<file path="src/rtl/lupdate_rx.sv">
// Beacon update receiver: strips CNC beacon-update packets from the 134-bit stream,
// commits their beat-6 fields to the config outputs and forwards everything else 3 cycles later.
module lupdate_rx #(
  parameter logic [47:0] CNC_MAC  = 48'h010203040506,
  parameter logic [3:0]  UPD_TYPE = 4'hf,
  parameter logic        DEF_DIR  = 1'b0,
  parameter logic [31:0] DEF_TBP  = 32'd0,
  parameter logic [47:0] DEF_DMAC = 48'd0
) (
  input  logic         clk,
  input  logic         rst_n,
  input  logic         in_data_wr,
  input  logic [133:0] in_data,
  input  logic         in_data_valid,
  input  logic         in_data_valid_wr,
  input  logic [47:0]  in_local_mac_id,
  output logic         out_data_wr,
  output logic [133:0] out_data,
  output logic         out_data_valid,
  output logic         out_data_valid_wr,
  output logic         direction,
  output logic [31:0]  token_bucket_para,
  output logic [47:0]  direct_mac_addr,
  output logic [31:0]  upd_cnt,
  output logic [15:0]  upd_err_cnt
);

  typedef enum logic [1:0] {IDLE, HDR, FWD, DROP} state_t;

  typedef struct packed {
    logic         wr;
    logic [133:0] data;
    logic         valid;
    logic         valid_wr;
    logic         drop;
  } stage_t;

  state_t      state;
  logic [3:0]  cnt;
  logic        sh_dir;
  logic [31:0] sh_tbp;
  logic [47:0] sh_dmac;

  stage_t st_p0, st_p1, st_p2;
  // hd marks beats of the packet whose header is still being inspected
  logic   hd_p0, hd_p1;

  logic       is_head, is_tail, match, hit, drop_in, hd_in;
  logic [3:0] idx;

  assign is_head = in_data_wr && (in_data[133:132] == 2'b01);
  assign is_tail = in_data_wr && (in_data[133:132] == 2'b10);
  assign idx     = (cnt == 4'hf) ? 4'hf : cnt + 4'd1;
  assign match   = (in_data[127:80] == in_local_mac_id) && (in_data[79:32] == CNC_MAC) &&
                   (in_data[31:16] == 16'h88f7) && (in_data[11:8] == UPD_TYPE);
  assign hit     = in_data_wr && !is_head && (state == HDR) && (idx >= 4'd2) && match;
  assign drop_in = hit || ((state == DROP) && !is_head);
  assign hd_in   = is_head || (in_data_wr && (state == HDR));

  always_ff @(posedge clk or negedge rst_n) begin
    if (!rst_n) begin
      state             <= IDLE;
      cnt               <= 4'd0;
      sh_dir            <= 1'b0;
      sh_tbp            <= 32'd0;
      sh_dmac           <= 48'd0;
      direction         <= DEF_DIR;
      token_bucket_para <= DEF_TBP;
      direct_mac_addr   <= DEF_DMAC;
      upd_cnt           <= 32'd0;
      upd_err_cnt       <= 16'd0;
    end else if (in_data_wr) begin
      if (is_head) begin
        state <= HDR;
        cnt   <= 4'd0;
      end else begin
        cnt <= idx;
        case (state)
          IDLE: state <= IDLE;
          HDR: begin
            if (idx >= 4'd2) begin
              if (match) begin
                if (is_tail) begin
                  state <= IDLE;
                  if (upd_err_cnt != 16'hffff) upd_err_cnt <= upd_err_cnt + 16'd1;
                end else begin
                  state <= DROP;
                end
              end else begin
                state <= is_tail ? IDLE : FWD;
              end
            end else if (is_tail) begin
              state <= IDLE;
            end
          end
          FWD: if (is_tail) state <= IDLE;
          DROP: begin
            if (idx == 4'd6) begin
              sh_dmac <= in_data[127:80];
              sh_dir  <= in_data[79];
              sh_tbp  <= in_data[63:32];
            end
            if (is_tail) begin
              state <= IDLE;
              // a tail that is itself beat 6 commits straight from the bus
              if (idx >= 4'd6) begin
                direct_mac_addr   <= (idx == 4'd6) ? in_data[127:80] : sh_dmac;
                direction         <= (idx == 4'd6) ? in_data[79]     : sh_dir;
                token_bucket_para <= (idx == 4'd6) ? in_data[63:32]  : sh_tbp;
                upd_cnt           <= upd_cnt + 32'd1;
              end else if (upd_err_cnt != 16'hffff) begin
                upd_err_cnt <= upd_err_cnt + 16'd1;
              end
            end
          end
          default: state <= IDLE;
        endcase
      end
    end
  end

  // stage p0 -> p1 -> p2; a header match retro-marks the header beats still in flight
  always_ff @(posedge clk or negedge rst_n) begin
    if (!rst_n) begin
      st_p0 <= '0;
      st_p1 <= '0;
      st_p2 <= '0;
      hd_p0 <= 1'b0;
      hd_p1 <= 1'b0;
    end else begin
      st_p0      <= {in_data_wr, in_data, in_data_valid, in_data_valid_wr, drop_in};
      hd_p0      <= hd_in;
      st_p1      <= st_p0;
      st_p1.drop <= st_p0.drop | (hit & hd_p0);
      hd_p1      <= hd_p0 & ~is_head;
      st_p2      <= st_p1;
      st_p2.drop <= st_p1.drop | (hit & hd_p1);
    end
  end

  assign out_data_wr       = st_p2.wr & ~st_p2.drop;
  assign out_data          = out_data_wr ? st_p2.data : 134'd0;
  assign out_data_valid    = st_p2.valid;
  assign out_data_valid_wr = st_p2.valid_wr & ~st_p2.drop;

endmodule
</file>
<file path="config.mk">
export PLATFORM = sky130hd
export DESIGN_NAME = lupdate_rx
export DESIGN_NICKNAME = d
export VERILOG_FILES = /design/src/rtl/lupdate_rx.sv
export SDC_FILE = /design/constraint.sdc
export NUM_CORES = 1
export LEC_CHECK = 0
export CORE_ASPECT_RATIO = 0.5
export CORE_MARGIN = 3
export CORE_UTILIZATION = 40
export DETAILED_ROUTE_END_ITERATION = 6
export PLACE_DENSITY = 0.72
export SLEW_MARGIN = 20
export SYNTH_ARGS = -nofsm -noshare
export SYNTH_HDL_FRONTEND = slang
export SYNTH_SLANG_ARGS = --single-unit
</file>
<file path="constraint.sdc">
create_clock -name clk -period 4.8 [get_ports clk]
set_input_delay 0.72 -clock clk [delete_from_list [all_inputs] [get_ports clk]]
set_output_delay 0.72 -clock clk [all_outputs]
set_load 0.01 [all_outputs]
</file>
; ---- Word level (Yosys, flattened, before mapping)
; Cells that the tools add are included.
[word_totals]
reg_bits = 632
[op_classes]
n_lt_le_gt_ge = 2
n_reduce_logical = 20
addsub = 3
eq_ne = 17
n_bitwise = 9
mux = 20
[op_table]
columns = op, count
row1 = $mux 134, 1
row2 = $mux 16, 6
row3 = $eq 48x41->1 const B, 1
row4 = $eq 48x48->1, 1
row5 = $mux 48, 1
row6 = $add 32x1->32 const B, 1
row7 = $mux 32, 1
row8 = $pmux 16 s2, 1
row9 = $add 16x1->16 const B, 1
row10 = $eq 16x16->1 const B, 1
row11 = $ne 16x16->1 const B, 1
row12 = $mux 2, 6
row13 = $logic_and 1x1->1, 11
row14 = $eq 4x4->1 const B, 2
row15 = $mux 4, 2
row16 = $ne 2x2->1 const B, 4
row17 = $reduce_and 8->1, 1
row18 = $eq 2x2->1 const B, 3
row19 = $pmux 2 s3, 1
row20 = $and 1x1->1, 5
row21 = $reduce_and 5->1, 1
row22 = $add 4x1->4 const B, 1
row23 = $eq 2x1->1 const B, 2
row24 = $eq 4x3->1 const B, 1
row25 = 12 further kinds, 15

; ---- Logic depth before layout (Yosys ltp)
; Gate-level depths: netlist (run 1).
[logic_depth]
depth_word = 9
ltp_mapped = 11

; ---- Worst setup path after synthesis (run 1)
; Ideal clock, no wire load.
[synth_path]
path_kind = in2reg
start = input in_local_mac_id[38]
end = register upd_err_cnt[8]
n_path_buf = 1
stages = 8
required_ns = 4.673
arrival_ns = 2.562
setup_slack_ns = 2.111
path_cell_list = xor2_1 -> or4_1 -> nor4_2 -> nand2_1 -> o41ai_4 -> buf_6 -> nand4_2 -> xnor2_1
[synth_between]
elab_chain_cells = 6
[synth_rtl]
columns = element, line_no
row1 = from (decl), 16  ; input logic [47:0] in_local_mac_id,
row2 = $eq 48x48->1, 54  ; assign match = (in_data[127:80] == in_local_mac_id) && (in_data[79:32] == CNC_MAC) &&
row3 = $logic_and 1x1->1 (2 in series), 54
row4 = $logic_and 1x1->1, 55  ; (in_data[31:16] == 16'h88f7) && (in_data[11:8] == UPD_TYPE);
row5 = $ne 2x2->1 (no source line), --
row6 = $reduce_and 8->1 (no source line), --
row7 = to (signal assigned), 85  ; if (upd_err_cnt != 16'hffff) upd_err_cnt <= upd_err_cnt + 16'd1;
row8 = to (signal assigned), 112  ; upd_err_cnt <= upd_err_cnt + 16'd1;
row9 = to (decl), 25  ; output logic [15:0] upd_err_cnt
; Every way passes these cells.
; A chain may end at the register's enable or synchronous reset.

; ---- Final worst setup path (run 1)
[layout_path]
start = register st_p2[0] in the netlist's numbering
end = output out_data[92]
[layout_between]
elab_chain_cells = 3
[layout_rtl]
columns = element, line_no
row1 = from (decl), 44  ; stage_t st_p0, st_p1, st_p2;
row2 = from (signal assigned), 136  ; st_p2 <= st_p1;
row3 = $not 1->1, 141  ; assign out_data_wr = st_p2.wr & ~st_p2.drop;
row4 = $and 1x1->1, 141
row5 = $mux 134, 142  ; assign out_data = out_data_wr ? st_p2.data : 134'd0;
row6 = to (decl), 18  ; output logic [133:0] out_data,
; Every way passes these cells.

==> results of run 1 <==
## per-stage QoR
stage	instances	setup slack (ns)
6_report	2705	1.140
5_1_grt	2705	0.9617
4_1_cts	2700	1.071
3_5_place_dp	2600	0.9755
3_3_place_gp	2600	1.013
2_1_floorplan	1486	2.111
## cell families (layout without fill, tap and decap cells)
logic type / after synthesis / in the layout / share of synthesized area, %
XOR/XNOR: 96 / 96 / 3.870
multiplexers: 165 / 165 / 8.080
AO/OA/AOI/OAI: 107 / 107 / 2.810
other: 0 / 5 / 0
flip-flops: 632 / 632 / 72.79
AND/OR/NAND/NOR: 417 / 417 / 11.01
buffers and inverters: 66 / 579 / 1.261
adder cells (fa/ha/maj): 3 / 3 / 0.1728
## report_power, final
part | leakage, nW | internal (mW) | switching (mW)
registers | 7.85 | 5.66 | 0.150
logic | 3.60 | 0.767 | 0.790
clock network | 0.914 | 2.59 | 1.92
## flip-flops by register name, summed over array words and instances (netlist names)
register and flops:
sh_dir 1, st_p0 138, state 2, hd_p1 1, sh_dmac 48, st_p1 138, sh_tbp 32, cnt 4
out_data_valid 1, upd_err_cnt 16, token_bucket_para 32, direction 1, hd_p0 1, direct_mac_addr 48, st_p2 137, upd_cnt 32
## cell type report
class / instances / share of cell area (%)
flip-flops and latches: 632 / 54.42
multi-input cells: 788 / 19.49
well taps: 701 / 3.018
clock buffers: 85 / 5.812
inverters: 8 / 0.1033
diodes: 5 / 0.04305
repair buffers: 471 / 16.46
clock inverters: 15 / 0.6544
## layout by cell type, fill, tap and decap left out, types with 39 or more instances in the layout
cell type,count
o21ai_0,84
nand2_1,111
clkbuf_16,55
mux2i_1,82
and2_1,138
dfrtp_1,632
mux2_2,82
clkdlybuf4s50_1,451
xnor2_1,57
xor2_1,39
## final timing paths
kind	startpoint	endpoint	slack, ns	depth (start not counted)
min	rst_n	sh_tbp[8]$_DFFE_PN0P_	0.17	1
min in group clk	st_p0[68]$_DFF_PN0_	st_p1[68]$_DFF_PN0_	0.34	0
max in group asynchronous	rst_n	sh_dmac[20]$_DFFE_PN0P_	3.43	3
max reg2reg	cnt[0]$_DFFE_PN0P_	sh_dmac[10]$_DFFE_PN0P_	1.91	8
min reg2reg	st_p0[68]$_DFF_PN0_	st_p1[68]$_DFF_PN0_	0.34	0
max	st_p2[0]$_DFF_PN0_	out_data[92]	1.14	4
## per-layer routing
metal  vias to the layer above  track usage, %  wire (um)
met1                      6868           23.78      22660
met5                         -               0          0
met4                         0           7.785       2142
met3                       109           2.932       1664
li1                       5995               -          -
met2                       246           36.66      31620
## critical path: cells and delay by family, from the launching register on
kind                   cells  cell delay [ns]
buffers and inverters      2             0.97
AND/OR/NAND/NOR            2             0.94
flip-flops                 1             0.42
==> results.sh, run 1 <==
export IMPL_outcome="finished clean"
export IMPL_h_tree_depth=2
export IMPL_synth_most_common_cell="dfrtp_1"
export IMPL_dr_pass1_iters=4
export IMPL_synth_edff_count=0
export IMPL_ant_nets=0
export IMPL_netlist_top_cells_area="dfrtp_1 73%, mux2_2 4.3%, and2_1 4.0%"
export IMPL_synth_ff_latch_count=632
export IMPL_drive_above_1_share_pct=10.46
export IMPL_cp_required_ns=4.08
export IMPL_irDropWorstVdd_v=0.0002649
export IMPL_ys_seq_area_share_pct=72.79
export IMPL_crit_slowest_cell="nor2b_4"
export IMPL_clock_fmax_mhz=273.2
export IMPL_design_die_area_sq_mm=0.05732
export IMPL_min_period_over_period_pct=76.24
export IMPL_finalInstanceArea_sq_mm=0.02906
export IMPL_syn_cell_area_sq_mm=0.02173
export IMPL_setup_viol=0
export IMPL_clk_latency_ns=0.59
export IMPL_power_density_mw_per_mm2=408.9
export IMPL_p_total_mw=11.88
export IMPL_p_leak_nw=12.36
export IMPL_syn_nets=1676
export IMPL_cp_slowest_stage_delay_ns=0.76
export IMPL_fp_dieW_um=335.6
export IMPL_num_rows=59
export IMPL_drt_iter0_markers=927
export IMPL_synth_main_ff_cell="dfrtp_1"
export IMPL_core_sq_mm=0.05286
export IMPL_async_flop_share_pct=100.0
export IMPL_max_cap_viol_count=0
export IMPL_synth_distinct_cells=51
export IMPL_hold_buffers=0
export IMPL_portBuffers=452
export IMPL_startpoint_type="flip-flop"
export IMPL_viasPerCell=4.887
export IMPL_syn_inst=1486
export IMPL_cts_setup_buffers=0
export IMPL_grt_max_degree=168
export IMPL_clk_path_buf_depth=3
export IMPL_routed_wl_um=58080
export IMPL_ios=453
export IMPL_crit_path_end_kind="output port"
export IMPL_gp_congestion=0.8713
export IMPL_multi_input_area_sq_mm=0.005664
export IMPL_crit_chain="nor2b_4 -> buf_4 -> and2_1 -> clkdlybuf4s50_1"
export IMPL_clk_pin_slew_ns=0.07
export IMPL_dpl_cell_area_sq_mm=0.02717
export IMPL_worst_slew_pin_slew_ns=0.9586
export IMPL_cts_resized=0
export IMPL_worstPathArrival_ns=2.94
export IMPL_syn_to_final_growth_pct=33.77
export IMPL_utilization_pct=54.99
export IMPL_nNetsFinal=2146
export IMPL_worstPathMaxFanout=37
export IMPL_cts_tree="done"
export IMPL_overflow=0
export IMPL_synth_top_area_share_pct=72.79
export IMPL_avgSynthCellArea_sq_um=14.62
export IMPL_grt_pass1_wl_um=85880
export IMPL_dp_hpwl_um=41690
export IMPL_numCtsBuffers=55
export IMPL_synth_top_cell_by_area="dfrtp_1"
export IMPL_rsz0062_at_grt="false"
export IMPL_fillers=4200
export IMPL_netlist_top_cells_count="632 x dfrtp_1, 138 x and2_1, 111 x nand2_1, 84 x o21ai_0"
export IMPL_setup_tns_final_ns=0
export IMPL_die_h_um=170.8
export IMPL_grt_total_usage_pct=19.92
export IMPL_grt_pass1_vias=13590
export IMPL_antenna_found_initial=5
export IMPL_hold_ws_ns=0.1696
export IMPL_yosys_warnings=0
export IMPL_slew_violations=0
export IMPL_wire_per_inst_um=21.47
export IMPL_vias=13220
export IMPL_critical_path_class="reg2out"
export IMPL_clock_sinks=632
export IMPL_drc=0
export IMPL_final_hold_viol_count=0
export IMPL_cts_root_buf="clkbuf_16"
export IMPL_start_util_pct=41.10
export IMPL_max_slew_margin_pct=35.96
export IMPL_seq_area_sq_mm=0.01582
export IMPL_period_needed_ns=3.660
export IMPL_clock_skew_ns=0.01431
export IMPL_worst_hold_path_type="in2async"
(Power assumes the default switching activity.)
==> run 2, diff against run 1 <==
--- a/config.mk
+++ b/config.mk
@@ -9,7 +9,7 @@
 export CORE_MARGIN = 3
 export CORE_UTILIZATION = 40
 export DETAILED_ROUTE_END_ITERATION = 6
-export PLACE_DENSITY = 0.72
+export PLACE_DENSITY = 0.75
 export SLEW_MARGIN = 20
 export SYNTH_ARGS = -nofsm -noshare
 export SYNTH_HDL_FRONTEND = slang
==> constraint.sdc (replaced) <==
create_clock -name clk -period 3.12 [get_ports clk]
set_input_delay 0.468 -clock clk [delete_from_list [all_inputs] [get_ports clk]]
set_output_delay 0.468 -clock clk [all_outputs]
set_load 0.01 [all_outputs]
==> run 2 against run 1 <==
  * Core utilization is 1.8 points higher
  * Clock skew is 0.0042 ns higher
  * Critical path depth is 1 higher
  * Critical path type unchanged
  * Largest cell class unchanged
==> results.sh, run 2 (synthesized netlist as in run 1, its figures left out) <==
export IMPL_outcome="finished clean"
export IMPL_path_depth=5
export IMPL_dp_hpwl_um=43460
export IMPL_crit_path_end_kind="output port"
export IMPL_cp_required_ns=2.65
export IMPL_drt_iter0_markers=968
export IMPL_max_slew_margin_pct=48.02
export IMPL_startpoint="st_p2[0]$_DFF_PN0_"
export IMPL_startpoint_type="flip-flop"
export IMPL_cp_buffers_inverters=3
export IMPL_worst_hold_path_type="in2reg"
export IMPL_stdcell_count=2809
export IMPL_numCtsBuffers=55
export IMPL_fillers=4095
export IMPL_num_rows=59
export IMPL_setup_tns_final_ns=0
export IMPL_start_util_pct=41.10
export IMPL_clock_fmax_mhz=354.4
export IMPL_p_comb_share_pct=13.9
export IMPL_cts_root_buf="clkbuf_16"
export IMPL_timing_rr_end="upd_cnt[31]$_DFFE_PN0P_"
export IMPL_clock_sinks=632
export IMPL_worstPathMaxFanout=38
export IMPL_finalInstanceArea_sq_mm=0.03000
export IMPL_dp_cells=2700
export IMPL_mostFrequentLayoutCell="dfrtp_1"
export IMPL_clk_path_buf_depth=3
export IMPL_mostFrequentLayoutCells="632 x dfrtp_1, 451 x clkdlybuf4s50_1, 138 x and2_1"
export IMPL_hold_ws_ns=0.3129
export IMPL_rsz0062_at_grt="false"
export IMPL_wire_per_inst_um=21.29
export IMPL_power_density_mw_per_mm2=623.7
export IMPL_routed_wl_um=59810
export IMPL_nNetsFinal=2248
export IMPL_final_hold_viol_count=0
export IMPL_cts_resized=0
export IMPL_grt_pass1_vias=14340
export IMPL_ant_nets=0
export IMPL_gp_congestion=0.8994
export IMPL_pwr_share_clk_pct=38.2
export IMPL_netSwitchingFraction_pct=24.23
export IMPL_worstPathArrival_ns=2.35
export IMPL_power_frac_seq_pct=47.8
export IMPL_clock_skew_ns=0.01849
export IMPL_drc=0
export IMPL_irDropWorstVdd_v=0.0004262
export IMPL_reg2regPathDepth=8
export IMPL_critical_path_class="reg2out"
export IMPL_slew_violations=0
export IMPL_grt_max_degree=167
export IMPL_clk_latency_ns=0.59
export IMPL_design_die_area_sq_mm=0.05732
export IMPL_r2r_start="cnt[1]$_DFFE_PN0P_"
export IMPL_grt_total_usage_pct=20.58
export IMPL_die_h_um=170.8
export IMPL_crit_top_cell="buf_12"
export IMPL_core_sq_mm=0.05286
export IMPL_crit_chain="nor2b_4 -> buf_12 -> buf_12 -> and2_1 -> clkdlybuf4s50_1"
export IMPL_top_regs="st_p0: 138 flops, st_p1: 138 flops, st_p2: 137 flops"
export IMPL_drive_above_1_share_pct=14.88
export IMPL_cts_tree="done"
export IMPL_crit_slowest_cell="clkdlybuf4s50_1"
export IMPL_h_tree_depth=2
export IMPL_switchingPower_mw=4.534
export IMPL_antenna_found_initial=3
export IMPL_vias=13760
export IMPL_viasPerCell=4.897
export IMPL_min_period_over_period_pct=90.43
export IMPL_dr_pass1_iters=5
export IMPL_p_int_mw=14.18
export IMPL_setup_viol=0
export IMPL_crit_family="buffers and inverters"
export IMPL_worst_slew_pin_slew_ns=0.7796
export IMPL_cp_endpoint="out_data[46]"
export IMPL_rrSetupSlack_ns=0.44
export IMPL_clk_pin_slew_ns=0.07
export IMPL_portBuffers=452
export IMPL_cp_slowest_stage_delay_ns=0.63
export IMPL_overflow=0
export IMPL_syn_to_final_growth_pct=38.07
export IMPL_max_cap_viol_count=0
export IMPL_dpl_cell_area_sq_mm=0.02802
export IMPL_ios=453
export IMPL_period_needed_ns=2.822
export IMPL_fp_dieW_um=335.6
export IMPL_grt_pass1_wl_um=89160
export IMPL_p_leak_nw=12.92
==> run 2: power groups by stage <==
stage / registers (mW) / logic, mW / clock network [mW]
after floorplan: 9.04 / 0.988 / 0
after global placement: 9.07 / 2.56 / 0
after detailed placement: 9.10 / 2.61 / 0
after CTS: 8.95 / 2.63 / 7.29
after global routing: 9.00 / 2.79 / 7.64
final: 8.95 / 2.61 / 7.15
==> run 2: layout make-up <==
class                   count  area (sq um)  share of cell area [%]
inverters                   8         30.03                  0.1001
well taps                 701         877.1                   2.924
multi-input cells         788          5664                   18.88
clock buffers              82          1659                   5.531
repair buffers            573          5665                   18.89
flip-flops and latches    632         15820                   52.72
diodes                      4         10.01                 0.03337
clock inverters            21         276.5                  0.9218
==> run 2: worst min path at each step <==
stage / start / end / slack (ns) / depth (start not counted)
2_1_floorplan: rst_n / cnt[0]$_DFFE_PN0P_ / 0.17 / 0
3_3_place_gp: st_p0[64]$_DFF_PN0_ / st_p1[64]$_DFF_PN0_ / 0.33 / 0
3_5_place_dp: st_p0[109]$_DFF_PN0_ / st_p1[109]$_DFF_PN0_ / 0.33 / 0
5_1_grt: in_data[13] / st_p0[16]$_DFF_PN0_ / 0.28 / 1
6_report: in_data[4] / st_p0[7]$_DFF_PN0_ / 0.31 / 1
4_1_cts: in_data[4] / st_p0[7]$_DFF_PN0_ / 0.28 / 1
==> run 2: per-stage QoR <==
stage,power [mW],utilization (%),setup slack [ns]
detailed placement,11.71,53.02,-0.2725
CTS,18.87,56.70,0.02195
global placement,11.63,53.02,-0.2926
finish,18.71,56.75,0.2984
global route,19.44,56.75,0.1323
floorplan,10.02,-,0.6835
==> run 2: what timing repair did <==
| action | in CTS | in global routing |
|---|---|---|
| setup buffers | 0 | 1 |
| endpoints found under the hold margin | 60 | 0 |
| hold buffers | 1 | 0 |
| endpoints found under the setup margin | 0 | 5 |
==> run 2: routing by layer <==
layer	part of all wire, %	track usage (%)	vias up
li1	-	-	6192
met3	3.1	2.966	122
met2	55	38.38	261
met1	38	24.32	7181
met4	3.8	7.651	0
met5	0	0	-
==> run 3, diff against run 2 <==
--- a/config.mk
+++ b/config.mk
@@ -6,7 +6,6 @@
 export NUM_CORES = 1
 export LEC_CHECK = 0
 export CORE_ASPECT_RATIO = 0.5
-export CORE_MARGIN = 3
 export CORE_UTILIZATION = 40
 export DETAILED_ROUTE_END_ITERATION = 6
 export PLACE_DENSITY = 0.75
==> run 3 against run 2 <==
  * Critical path depth increased by 4
  * Final cell count about the same
  * Via count about the same
  * Flip-flop and latch count unchanged
  * Maximum frequency decreased by 4.3%
  * Power increased by 3.0%
  * Non-clock buffer count increased by 2
  * Die area decreased by 3.5%
  * Wire length increased by 1.0%
==> results.sh, run 3 (synthesized netlist as in run 1, its figures left out) <==
export IMPL_clock_fmax_mhz=339.3
export IMPL_antenna_found_initial=3
export IMPL_crit_top_cell="buf_4"
export IMPL_cp_required_ns=3.63
export IMPL_irDropWorstVdd_v=0.0004068
export IMPL_nNetsFinal=2250
export IMPL_portBuffers=452
export IMPL_slew_violations=0
export IMPL_holdCritStartpoint="in_data[1]"
export IMPL_dr_pass1_iters=5
export IMPL_cts_setup_buffers=0
export IMPL_gp_congestion=0.9251
export IMPL_worstPathArrival_ns=3.46
export IMPL_dp_cells=2703
export IMPL_top_regs="st_p0: 138 flops, st_p1: 138 flops, st_p2: 137 flops"
export IMPL_fp_dieW_um=331.6
export IMPL_worst_hold_path_type="in2reg"
export IMPL_wire_per_inst_um=21.52
export IMPL_drc=0
export IMPL_reg2regPathDepth=8
export IMPL_cts_resized=0
export IMPL_cp_buffers_inverters=3
export IMPL_max_cap_viol_count=0
export IMPL_dp_hpwl_um=43600
export IMPL_start_util_pct=41.16
export IMPL_path_depth=9
export IMPL_ios=453
export IMPL_clk_path_buf_depth=3
export IMPL_critical_path_class="in2reg"
export IMPL_clock_skew_ns=0.02417
export IMPL_dpl_cell_area_sq_mm=0.02802
export IMPL_startpoint="in_data[95]"
export IMPL_startpoint_type="primary input"
export IMPL_power_density_mw_per_mm2=639.6
export IMPL_min_period_over_period_pct=94.46
export IMPL_worst_slew_pin_slew_ns=0.7765
export IMPL_numCtsBuffers=55
export IMPL_r2r_start="cnt[0]$_DFFE_PN0P_"
export IMPL_vias=13750
export IMPL_finalInstanceArea_sq_mm=0.03013
export IMPL_design_die_area_sq_mm=0.05531
export IMPL_p_total_mw=19.27
export IMPL_clk_pin_slew_ns=0.07
export IMPL_outcome="finished clean"
export IMPL_worstPathMaxFanout=4
export IMPL_routed_wl_um=60430
export IMPL_drive_above_1_share_pct=15.16
export IMPL_grt_total_usage_pct=21.84
export IMPL_grt_max_degree=165
export IMPL_h_tree_depth=2
export IMPL_stdcell_count=2808
export IMPL_clk_latency_ns=0.60
export IMPL_max_slew_margin_pct=48.23
export IMPL_p_leak_nw=13.00
export IMPL_utilization_pct=57.07
export IMPL_crit_slowest_cell="clkdlybuf4s50_1"
export IMPL_drt_iter0_markers=988
export IMPL_rsz0062_at_grt="false"
export IMPL_syn_to_final_growth_pct=38.66
export IMPL_cp_endpoint="st_p2[0]$_DFF_PN0_"
export IMPL_grt_pass1_wl_um=91200
export IMPL_mostFrequentLayoutCells="632 x dfrtp_1, 451 x clkdlybuf4s50_1, 138 x and2_1"
export IMPL_cp_slowest_stage_delay_ns=0.63
export IMPL_cts_root_buf="clkbuf_16"
export IMPL_die_h_um=166.8
export IMPL_mostFrequentLayoutCell="dfrtp_1"
export IMPL_setup_viol=0
export IMPL_cts_tree="done"
export IMPL_core_sq_mm=0.05278
export IMPL_grt_pass1_vias=14560
export IMPL_rrSetupSlack_ns=0.37
export IMPL_crit_family="simple AND/OR/NAND/NOR gates"
export IMPL_crit_chain="clkdlybuf4s50_1 -> xor2_1 -> nor4b_1 -> buf_4 -> nand4_1 -> or4_4 -> buf_4 -> nor4_1 -> a21o_1"
export IMPL_final_hold_viol_count=0
export IMPL_crit_path_end_kind="flip-flop"
export IMPL_overflow=0
export IMPL_timing_rr_end="upd_cnt[31]$_DFFE_PN0P_"
export IMPL_ant_nets=0
export IMPL_hold_buffers=1
export IMPL_viasPerCell=4.896
export IMPL_period_needed_ns=2.947
export IMPL_num_rows=59
export IMPL_clock_sinks=632
[run 3: changes by cell type in the layout (fill, tap and decap cells not counted), moves of 2 or more]
cell       previous run  this run
clkinv_2              7         9
clkbuf_1             10         4
clkbuf_8             16         9
inv_6                 1         4
buf_4               102       107
buf_12               18        15
bufinv_16             5        14
[run 3: worst min-delay path by stage]
| stage | end | cells past startpoint |
|---|---|---|
| 4_1_cts | st_p0[10]$_DFF_PN0_ | 1 |
| 3_5_place_dp | st_p1[10]$_DFF_PN0_ | 0 |
| 6_report | st_p0[4]$_DFF_PN0_ | 1 |
| 3_3_place_gp | st_p1[11]$_DFF_PN0_ | 0 |
| 5_1_grt | st_p0[10]$_DFF_PN0_ | 1 |
| 2_1_floorplan | cnt[0]$_DFFE_PN0P_ | 0 |
[run 3: layout make-up]
class                      count  area (sq um)
inverter                       8         30.03
fill                        4000         22660
multi-input combinational    788          5664
tap                          701         877.1
sequential                   632         15820
clock inverter                32         548.0
timing repair buffer         575          5643
antenna                        3         7.507
clock buffer                  69          1540
[run 3: stage by stage]
step                      hold WS, ns  setup WS, ns  TNS, ns
after floorplan                0.1724        0.6835        0
after global placement         0.3310       -0.2807   -3.672
after detailed placement       0.3347       -0.3499   -4.289
after CTS                      0.2846        0.2497        0
after global routing           0.2912        0.1069        0
final                          0.3100        0.1729        0
[run 3: worst reg2reg max path: stages, from the launching register on]
cell     delay (ns)
dfrtp_1        0.43
ha_1           0.38
nor3b_1        0.10
a32oi_1        0.37
nand3_4        0.11
or4_1          0.65
nor3_2         0.30
nand4_1        0.16
xnor2_1        0.15
[run 3: power by group]
part	internal (mW)	total [mW]	switching, mW
logic	1.30	2.55	1.25
clock network	4.67	7.76	3.09
registers	8.71	8.96	0.246
[run 3: layer usage]
layer / up-vias / wire [um] / global-route usage (%)
li1: 6197 / - / -
met1: 7163 / 23160 / 25.80
met2: 266 / 33060 / 40.16
met3: 123 / 1665 / 2.923
met4: 0 / 2544 / 9.039
met5: - / 0 / 0
